File: src/rtl/lsu_issue_queue_if.sv
// Dispatch, wakeup, flush and LSU issue signals for the LSU issue queue.
// No latency of its own; master drives dispatch/wakeup/lsu_ready/flush and the slave (queue) answers.
// Backpressure: disp_ready_o toward dispatch, lsu_ready_i from the LSU.
interface lsu_issue_queue_if #(
    parameter int DEPTH              = 4,
    parameter int XLEN               = 64,
    parameter int PHY_REG_ADDR_WIDTH = 6,
    parameter int ROB_INDEX_WIDTH    = 4
);
    logic                          flush;
    logic                          disp_valid_i;
    logic                          disp_ready_o;
    logic [ROB_INDEX_WIDTH-1:0]    disp_rob_index_i;
    logic [PHY_REG_ADDR_WIDTH-1:0] disp_rd_addr_i;
    logic [PHY_REG_ADDR_WIDTH-1:0] disp_rs1_addr_i;
    logic [PHY_REG_ADDR_WIDTH-1:0] disp_rs2_addr_i;
    logic                          disp_rs1_ready_i;
    logic                          disp_rs2_ready_i;
    logic [XLEN-1:0]               disp_imm_i;
    logic                          disp_opcode_i;
    logic [1:0]                    disp_size_i;
    logic                          disp_load_sign_i;
    logic                          wake_valid_i;
    logic [PHY_REG_ADDR_WIDTH-1:0] wake_prd_i;
    logic                          lsu_ready_i;
    logic                          issue_valid_o;
    logic [ROB_INDEX_WIDTH-1:0]    issue_rob_index_o;
    logic [PHY_REG_ADDR_WIDTH-1:0] issue_rd_addr_o;
    logic [XLEN-1:0]               issue_imm_o;
    logic                          issue_opcode_o;
    logic [1:0]                    issue_size_o;
    logic                          issue_load_sign_o;
    logic [PHY_REG_ADDR_WIDTH-1:0] issue_rs1_addr_o;
    logic [PHY_REG_ADDR_WIDTH-1:0] issue_rs2_addr_o;
    logic [$clog2(DEPTH):0]        count_o;

    modport master (
        output flush, disp_valid_i, disp_rob_index_i, disp_rd_addr_i, disp_rs1_addr_i,
               disp_rs2_addr_i, disp_rs1_ready_i, disp_rs2_ready_i, disp_imm_i,
               disp_opcode_i, disp_size_i, disp_load_sign_i, wake_valid_i, wake_prd_i,
               lsu_ready_i,
        input  disp_ready_o, issue_valid_o, issue_rob_index_o, issue_rd_addr_o, issue_imm_o,
               issue_opcode_o, issue_size_o, issue_load_sign_o, issue_rs1_addr_o,
               issue_rs2_addr_o, count_o
    );

    modport slave (
        input  flush, disp_valid_i, disp_rob_index_i, disp_rd_addr_i, disp_rs1_addr_i,
               disp_rs2_addr_i, disp_rs1_ready_i, disp_rs2_ready_i, disp_imm_i,
               disp_opcode_i, disp_size_i, disp_load_sign_i, wake_valid_i, wake_prd_i,
               lsu_ready_i,
        output disp_ready_o, issue_valid_o, issue_rob_index_o, issue_rd_addr_o, issue_imm_o,
               issue_opcode_o, issue_size_o, issue_load_sign_o, issue_rs1_addr_o,
               issue_rs2_addr_o, count_o
    );
endinterface

File: src/rtl/lsu_issue_queue.sv
// In-order LSU issue buffer: only the head entry issues, once its sources are woken up.
// Latency: dispatch/wakeup to issue is 1 cycle minimum; issue_valid_o is combinational on lsu_ready_i/flush.
// Backpressure: disp_ready_o drops at count==DEPTH (no credit for same-cycle issue); holds head while lsu_ready_i low.
module lsu_issue_queue #(
    parameter int DEPTH              = 4,
    parameter int XLEN               = 64,
    parameter int PHY_REG_ADDR_WIDTH = 6,
    parameter int ROB_INDEX_WIDTH    = 4
) (
    input logic               clk,
    input logic               rstn,
    lsu_issue_queue_if.slave  bus
);
    localparam int PTR_W = $clog2(DEPTH);
    localparam int CNT_W = PTR_W + 1;
    localparam logic [CNT_W-1:0] FULL_CNT = CNT_W'(DEPTH);

    typedef struct packed {
        logic [ROB_INDEX_WIDTH-1:0]    rob;
        logic [PHY_REG_ADDR_WIDTH-1:0] rd;
        logic [PHY_REG_ADDR_WIDTH-1:0] rs1;
        logic [PHY_REG_ADDR_WIDTH-1:0] rs2;
        logic [XLEN-1:0]               imm;
        logic                          opcode;
        logic [1:0]                    size;
        logic                          load_sign;
    } entry_t;

    entry_t            r_ent [DEPTH];
    logic [DEPTH-1:0]  r_vld;
    logic [DEPTH-1:0]  r_rs1_rdy;
    logic [DEPTH-1:0]  r_rs2_rdy;
    logic [PTR_W-1:0]  r_head;
    logic [PTR_W-1:0]  r_tail;
    logic [CNT_W-1:0]  r_count;

    entry_t w_disp_ent;
    entry_t w_head_ent;
    logic   w_not_full;
    logic   w_elig;
    logic   w_enq;
    logic   w_iss;
    logic   w_disp_rs1_rdy;
    logic   w_disp_rs2_rdy;

    always_comb begin
        w_disp_ent           = '0;
        w_disp_ent.rob       = bus.disp_rob_index_i;
        w_disp_ent.rd        = bus.disp_rd_addr_i;
        w_disp_ent.rs1       = bus.disp_rs1_addr_i;
        w_disp_ent.rs2       = bus.disp_rs2_addr_i;
        w_disp_ent.imm       = bus.disp_imm_i;
        w_disp_ent.opcode    = bus.disp_opcode_i;
        w_disp_ent.size      = bus.disp_size_i;
        w_disp_ent.load_sign = bus.disp_load_sign_i;
    end

    // A broadcast in the dispatch cycle would otherwise miss the not-yet-written entry.
    assign w_disp_rs1_rdy = bus.disp_rs1_ready_i ||
                            (bus.wake_valid_i && bus.wake_prd_i == bus.disp_rs1_addr_i);
    assign w_disp_rs2_rdy = bus.disp_rs2_ready_i ||
                            (bus.wake_valid_i && bus.wake_prd_i == bus.disp_rs2_addr_i);

    assign w_not_full = (r_count != FULL_CNT);
    assign w_elig     = r_vld[r_head] && r_rs1_rdy[r_head] &&
                        (!r_ent[r_head].opcode || r_rs2_rdy[r_head]);
    assign w_iss      = w_elig && bus.lsu_ready_i && !bus.flush;
    assign w_enq      = bus.disp_valid_i && w_not_full && !bus.flush;
    assign w_head_ent = r_vld[r_head] ? r_ent[r_head] : '0;

    assign bus.disp_ready_o      = w_not_full;
    assign bus.issue_valid_o     = w_iss;
    assign bus.issue_rob_index_o = w_head_ent.rob;
    assign bus.issue_rd_addr_o   = w_head_ent.rd;
    assign bus.issue_rs1_addr_o  = w_head_ent.rs1;
    assign bus.issue_rs2_addr_o  = w_head_ent.rs2;
    assign bus.issue_imm_o       = w_head_ent.imm;
    assign bus.issue_opcode_o    = w_head_ent.opcode;
    assign bus.issue_size_o      = w_head_ent.size;
    assign bus.issue_load_sign_o = w_head_ent.load_sign;
    assign bus.count_o           = r_count;

    always_ff @(posedge clk or negedge rstn) begin
        if (!rstn) begin
            for (int i = 0; i < DEPTH; i++) r_ent[i] <= '0;
            r_vld     <= '0;
            r_rs1_rdy <= '0;
            r_rs2_rdy <= '0;
            r_head    <= '0;
            r_tail    <= '0;
            r_count   <= '0;
        end else if (bus.flush) begin
            r_vld     <= '0;
            r_rs1_rdy <= '0;
            r_rs2_rdy <= '0;
            r_head    <= '0;
            r_tail    <= '0;
            r_count   <= '0;
        end else begin
            if (bus.wake_valid_i) begin
                for (int i = 0; i < DEPTH; i++) begin
                    if (r_vld[i] && r_ent[i].rs1 == bus.wake_prd_i) r_rs1_rdy[i] <= 1'b1;
                    if (r_vld[i] && r_ent[i].rs2 == bus.wake_prd_i) r_rs2_rdy[i] <= 1'b1;
                end
            end
            // Tail slot is never valid when enqueuing, so this cannot race the wakeup loop.
            if (w_enq) begin
                r_ent[r_tail]     <= w_disp_ent;
                r_vld[r_tail]     <= 1'b1;
                r_rs1_rdy[r_tail] <= w_disp_rs1_rdy;
                r_rs2_rdy[r_tail] <= w_disp_rs2_rdy;
                r_tail            <= r_tail + 1'b1;
            end
            if (w_iss) begin
                r_vld[r_head] <= 1'b0;
                r_head        <= r_head + 1'b1;
            end
            case ({w_enq, w_iss})
                2'b10:   r_count <= r_count + 1'b1;
                2'b01:   r_count <= r_count - 1'b1;
                default: r_count <= r_count;
            endcase
        end
    end
endmodule

File: src/flat_wrapper.sv
// flat-port wrapper written by rule: the top's interface ports become plain ports
module lsu_issue_queue_flat 
#(
    parameter int DEPTH              = 4,
    parameter int XLEN               = 64,
    parameter int PHY_REG_ADDR_WIDTH = 6,
    parameter int ROB_INDEX_WIDTH    = 4
)
  (clk, rstn, bus_flush, bus_disp_valid_i, bus_disp_rob_index_i, bus_disp_rd_addr_i, bus_disp_rs1_addr_i, bus_disp_rs2_addr_i, bus_disp_rs1_ready_i, bus_disp_rs2_ready_i, bus_disp_imm_i, bus_disp_opcode_i, bus_disp_size_i, bus_disp_load_sign_i, bus_wake_valid_i, bus_wake_prd_i, bus_lsu_ready_i, bus_disp_ready_o, bus_issue_valid_o, bus_issue_rob_index_o, bus_issue_rd_addr_o, bus_issue_imm_o, bus_issue_opcode_o, bus_issue_size_o, bus_issue_load_sign_o, bus_issue_rs1_addr_o, bus_issue_rs2_addr_o, bus_count_o);
  lsu_issue_queue_if #(.DEPTH(DEPTH), .XLEN(XLEN), .PHY_REG_ADDR_WIDTH(PHY_REG_ADDR_WIDTH), .ROB_INDEX_WIDTH(ROB_INDEX_WIDTH)) bus_i ();
  input logic clk;
  input logic rstn;
  input wire logic [$bits(bus_i.flush)-1:0] bus_flush;
  input wire logic [$bits(bus_i.disp_valid_i)-1:0] bus_disp_valid_i;
  input wire logic [$bits(bus_i.disp_rob_index_i)-1:0] bus_disp_rob_index_i;
  input wire logic [$bits(bus_i.disp_rd_addr_i)-1:0] bus_disp_rd_addr_i;
  input wire logic [$bits(bus_i.disp_rs1_addr_i)-1:0] bus_disp_rs1_addr_i;
  input wire logic [$bits(bus_i.disp_rs2_addr_i)-1:0] bus_disp_rs2_addr_i;
  input wire logic [$bits(bus_i.disp_rs1_ready_i)-1:0] bus_disp_rs1_ready_i;
  input wire logic [$bits(bus_i.disp_rs2_ready_i)-1:0] bus_disp_rs2_ready_i;
  input wire logic [$bits(bus_i.disp_imm_i)-1:0] bus_disp_imm_i;
  input wire logic [$bits(bus_i.disp_opcode_i)-1:0] bus_disp_opcode_i;
  input wire logic [$bits(bus_i.disp_size_i)-1:0] bus_disp_size_i;
  input wire logic [$bits(bus_i.disp_load_sign_i)-1:0] bus_disp_load_sign_i;
  input wire logic [$bits(bus_i.wake_valid_i)-1:0] bus_wake_valid_i;
  input wire logic [$bits(bus_i.wake_prd_i)-1:0] bus_wake_prd_i;
  input wire logic [$bits(bus_i.lsu_ready_i)-1:0] bus_lsu_ready_i;
  output wire logic [$bits(bus_i.disp_ready_o)-1:0] bus_disp_ready_o;
  output wire logic [$bits(bus_i.issue_valid_o)-1:0] bus_issue_valid_o;
  output wire logic [$bits(bus_i.issue_rob_index_o)-1:0] bus_issue_rob_index_o;
  output wire logic [$bits(bus_i.issue_rd_addr_o)-1:0] bus_issue_rd_addr_o;
  output wire logic [$bits(bus_i.issue_imm_o)-1:0] bus_issue_imm_o;
  output wire logic [$bits(bus_i.issue_opcode_o)-1:0] bus_issue_opcode_o;
  output wire logic [$bits(bus_i.issue_size_o)-1:0] bus_issue_size_o;
  output wire logic [$bits(bus_i.issue_load_sign_o)-1:0] bus_issue_load_sign_o;
  output wire logic [$bits(bus_i.issue_rs1_addr_o)-1:0] bus_issue_rs1_addr_o;
  output wire logic [$bits(bus_i.issue_rs2_addr_o)-1:0] bus_issue_rs2_addr_o;
  output wire logic [$bits(bus_i.count_o)-1:0] bus_count_o;
  assign bus_i.flush = bus_flush;
  assign bus_i.disp_valid_i = bus_disp_valid_i;
  assign bus_i.disp_rob_index_i = bus_disp_rob_index_i;
  assign bus_i.disp_rd_addr_i = bus_disp_rd_addr_i;
  assign bus_i.disp_rs1_addr_i = bus_disp_rs1_addr_i;
  assign bus_i.disp_rs2_addr_i = bus_disp_rs2_addr_i;
  assign bus_i.disp_rs1_ready_i = bus_disp_rs1_ready_i;
  assign bus_i.disp_rs2_ready_i = bus_disp_rs2_ready_i;
  assign bus_i.disp_imm_i = bus_disp_imm_i;
  assign bus_i.disp_opcode_i = bus_disp_opcode_i;
  assign bus_i.disp_size_i = bus_disp_size_i;
  assign bus_i.disp_load_sign_i = bus_disp_load_sign_i;
  assign bus_i.wake_valid_i = bus_wake_valid_i;
  assign bus_i.wake_prd_i = bus_wake_prd_i;
  assign bus_i.lsu_ready_i = bus_lsu_ready_i;
  assign bus_disp_ready_o = bus_i.disp_ready_o;
  assign bus_issue_valid_o = bus_i.issue_valid_o;
  assign bus_issue_rob_index_o = bus_i.issue_rob_index_o;
  assign bus_issue_rd_addr_o = bus_i.issue_rd_addr_o;
  assign bus_issue_imm_o = bus_i.issue_imm_o;
  assign bus_issue_opcode_o = bus_i.issue_opcode_o;
  assign bus_issue_size_o = bus_i.issue_size_o;
  assign bus_issue_load_sign_o = bus_i.issue_load_sign_o;
  assign bus_issue_rs1_addr_o = bus_i.issue_rs1_addr_o;
  assign bus_issue_rs2_addr_o = bus_i.issue_rs2_addr_o;
  assign bus_count_o = bus_i.count_o;
  lsu_issue_queue #(.DEPTH(DEPTH), .XLEN(XLEN), .PHY_REG_ADDR_WIDTH(PHY_REG_ADDR_WIDTH), .ROB_INDEX_WIDTH(ROB_INDEX_WIDTH)) u_core (.clk(clk), .rstn(rstn), .bus(bus_i));
endmodule
File: config.mk
export PLATFORM = sky130hd
export DESIGN_NAME = lsu_issue_queue_flat
export DESIGN_NICKNAME = d
export VERILOG_FILES = /design/src/rtl/lsu_issue_queue_if.sv /design/src/rtl/lsu_issue_queue.sv /design/src/flat_wrapper.sv
export SDC_FILE = /design/constraint.sdc
export NUM_CORES = 1
export LEC_CHECK = 0
export ABC_CLOCK_PERIOD_IN_PS = 3300
export CORE_MARGIN = 1
export CORE_UTILIZATION = 45
export DETAILED_ROUTE_END_ITERATION = 7
export PLACE_DENSITY = 0.62
export SYNTH_ARGS = -nofsm -noshare
export SYNTH_HDL_FRONTEND = slang
export SYNTH_SLANG_ARGS = --single-unit
File: constraint.sdc
create_clock -name clk -period 3.3 [get_ports clk]
set_clock_uncertainty 0.05 [all_clocks]
set_input_delay 0.66 -clock clk [delete_from_list [all_inputs] [get_ports clk]]
set_output_delay 0.66 -clock clk [all_outputs]
set_load 0.005 [all_outputs]
==> flow_summary_export.csv <==
group,metric,value,unit
pwr,p_total,14.87,mW
layout,utilization,58.80,%
worst_setup_path,worst_ep_required_time,2.59,ns
routing,wirelength,43.61,mm
yosys,yosys.area_share.simple,4.802,%
timing,relSlewSlack,49.37,%
die,pin_count,199,
routing,viasPerCell,5.476,
timing,period_needed,3.325,ns
timing,grt_setup_unrepaired,"true",
grt,grt-ovfl-total,0,
yosys,syn_avg_cell_area,15.27,um^2
worst_setup_path,worst-setup-path-type,"reg -> out",
yosys,yosysTopAreaCellShare,53.22,%
yosys,synth-compound-area-share,1.243,%
grt,antenna_found_initial,3,
yosys,netlist_instances,1167,
status,violations,"negative setup slack",
worst_setup_path,reg2reg_slack,0.44,ns
placement,io_buffer_count,198,
timing,setup_viol,7,
yosys,synth_top_family_by_area,"multiplexers",
timing,hold_viol,0,
yosys,synth.distinct_cells,36,
die,die_x,201.0,um
layout,fin_cells,1956,
yosys,synth_mux_area_share,34.59,%
placement,dpl.hpwl,25.90,mm
placement,dp_cells,1846,
yosys,ys_seq_elements,379,
routing,drtIter0Drc,359,
yosys,yosysWarnings,0,
routing,avgRoutedWirePerCell,22.29,um
placement,dpl_cell_area,0.02068,mm^2
min_path,min_path_type,"in -> async",
grt,grt_pass1_vias,11470,
routing,drtPass1Iterations,5,
worst_setup_path,reg2reg_from,"u_core.r_head[0]$_DFFE_PN0P_",
worst_setup_path,worst_ep_arrival_time,2.62,ns
routing,ant_nets,0,
clocking,cts_root_buf,"clkbuf_16",
yosys,syn_area,0.01782,mm^2
yosys,yosys.area.top_type,"dfrtp_1",
worst_setup_path,startpoint_type,"register",
yosys,synth_top_flop_cell,"dfrtp_1",
yosys,synth_fp_nets,1280,
pwr,vdd_drop_max,0.0004439,V
clocking,cts-buffers-inserted,43,
worst_setup_path,path_max_fanout,19,
clocking,cts_num_sinks,379,
pwr,power-per-cell-area,651.4,mW/mm^2
grt,grtUsageTotal,22.23,%
die,start_util,45.90,%
timing,fin_crit_sh,100.8,%
worst_setup_path,r2r_end,"u_core.bus.count_o[2]$_DFFE_PN0P_",
worst_setup_path,rr_worst_depth,10,
timing,fmax,300.7,MHz
layout,nets,1521,
pwr,leakagePower,10.70,nW
grt,grt_max_degree,73,
yosys,synthXorXnorAreaFrac,3.138,%
worst_setup_path,worstSetupEndpoint,"bus_issue_rob_index_o[3]",
die,num_rows,72,
yosys,synth_area_leaders,"dfrtp_1, mux2_2, mux4_2",
timing,setup-tns-final,-0.07345,ns
die,core,0.03883,mm^2
clocking,cts.htree.levels,2,
die,die_area,0.04041,mm^2
layout,syn2layout_area_growth,28.10,%
clocking,clk_latency,0.56,ns
layout,drive_above_1_share,40.32,%
yosys,synth-adder-area-share,0.6740,%
status,status,"finished, violations left",
yosys,synthArstFlopShare,100.0,%
clocking,path_clk_slew,0.06,ns
routing,vias,10710,
layout,fin_area,0.02283,mm^2
placement,gp_congestion,0.7828,
timing,fin_ws,-0.02537,ns
timing,maxSlewViolCount,0,
die,die_h,201.0,um
timing,worst_pin_slew,0.7561,ns
clocking,cts_buffer_depth,3,
yosys,synth_edf_count,0,
grt,grt_pass1_wl,69.17,mm
routing,drc,0,
worst_setup_path,startpoint,"u_core.r_head[0]$_DFFE_PN0P_",
clocking,cts_tree,"done",
worst_setup_path,critPathCaptureType,"primary output",
yosys,yosysSeqAreaShare,53.22,%
flow_run,cap_viol_max_count,0,
==> state kept, by name, indices dropped and copies added, names as in the netlist <==
signal and count:
u_core.bus.count_o 3, u_core.r_vld 4, u_core.r_rs2_rdy 4, u_core.r_rs1_rdy 4, u_core.r_ent 360, u_core.r_head 2, u_core.r_tail 2
==> where the power goes <==
part	total, mW	internal (mW)	leakage, nW	switching (mW)
registers	6.85	6.08	4.74	0.776
logic	3.39	2.28	5.29	1.10
clock network	4.63	2.78	0.672	1.85
total	14.9	11.1	10.7	3.73
==> Yosys cell counts, types with 8 or more instances <==
library cell	n
nand2b_1	10
nor2b_1	94
xor2_1	34
xnor2_1	28
clkbuf_1	14
mux2_1	36
mux2_2	327
nor4_1	8
a41oi_1	8
nor2_1	16
nand2_1	11
mux4_2	90
a211oi_1	8
dfrtp_1	379
buf_2	51
ha_1	8
==> stage by stage <==
step	setup WS, ns	hold slack, ns
after floorplan	0.7742	0.3144
after global placement	0.2674	0.4177
after detailed placement	0.2142	0.4261
after CTS	-0.09397	0.03779
after global routing	-0.09059	0.07492
final	-0.02537	0.04247
==> area by class of cell <==
type / instances / area, um^2
fillers: 3066 / 16000
flip-flops and latches: 379 / 9492
multi-input cells: 704 / 8003
repair buffers: 275 / 3301
clock buffers: 68 / 1313
well taps: 518 / 648.1
clock inverters: 5 / 50.05
inverters: 5 / 18.77
diodes: 2 / 5.005
==> kinds of logic (layout without fill, tap and decap cells) <==
kind of cell,Yosys count,after routing
other cells,0,2
simple gates,147,147
flops,379,379
mux,458,458
fa+ha+maj,9,9
buf+inv,84,353
compound gates,27,27
xor+xnor,63,63
==> critical path, stage by stage, from the launching register on <==
cell	delay (ns)
dfrtp_4	0.53
mux2_4	0.33
o21ai_4	0.24
bufbuf_16	0.39
nor2b_1	0.07
clkdlybuf4s50_1	0.49
==> repair_timing <==
| action | 4_1_cts | 5_1_grt |
|---|---|---|
| hold buffers | 0 | 0 |
| resized for setup | 29 | 73 |
| gates cloned | 7 | 5 |
| pin swaps | 1 | 3 |
| buffers inserted | 11 | 13 |
| setup endpoints to repair | 89 | 74 |
| hold endpoints to repair | 0 | 0 |
==> how the worst min path moves through the flow <==
stage	end	cells past startpoint
after floorplan	u_core.bus.count_o[0]$_DFFE_PN0P_	0
after global placement	u_core.r_ent[101]$_DFFE_PN0P_	1
after detailed placement	u_core.r_ent[105]$_DFFE_PN0P_	1
after CTS	u_core.r_ent[254]$_DFFE_PN0P_	1
after global routing	u_core.r_ent[164]$_DFFE_PN0P_	1
final	u_core.r_ent[74]$_DFFE_PN0P_	1
==> per-layer routing <==
| metal | track usage [%] | wire [um] | vias to the layer above |
|---|---|---|---|
| li1 | - | - | 4736 |
| met1 | 31.24 | 19950 | 5660 |
| met2 | 34.60 | 20350 | 255 |
| met3 | 4.675 | 2326 | 59 |
| met4 | 6.979 | 964 | 2 |
| met5 | 0 | 12 | - |
==> cells in the final DEF, fill, tap and decap left out, types with 3 or more instances in the layout <==
master / synthesis / layout
clkbuf_8: 0 / 10
nor2_1: 16 / 16
inv_1: 5 / 5
clkbuf_1: 14 / 13
mux4_2: 90 / 90
mux2i_1: 5 / 5
buf_12: 0 / 20
buf_6: 2 / 7
a211oi_1: 8 / 8
buf_16: 0 / 8
clkinv_2: 0 / 4
dfrtp_1: 379 / 377
xnor2_1: 28 / 28
a22oi_1: 4 / 4
nor4_1: 8 / 8
buf_8: 0 / 3
clkdlybuf4s50_1: 0 / 131
nor2b_1: 94 / 80
clkbuf_16: 0 / 50
dlymetal6s2s_1: 0 / 61
buf_4: 6 / 33
nand2_4: 0 / 4
nand2_1: 11 / 7
a41oi_1: 8 / 8
dlygate4sd2_1: 0 / 5
ha_1: 8 / 8
mux2_1: 36 / 36
xor2_1: 34 / 34
nand2b_1: 10 / 10
mux2_2: 327 / 326
nor2b_2: 0 / 13
Power figures use the tool's default switching activity.
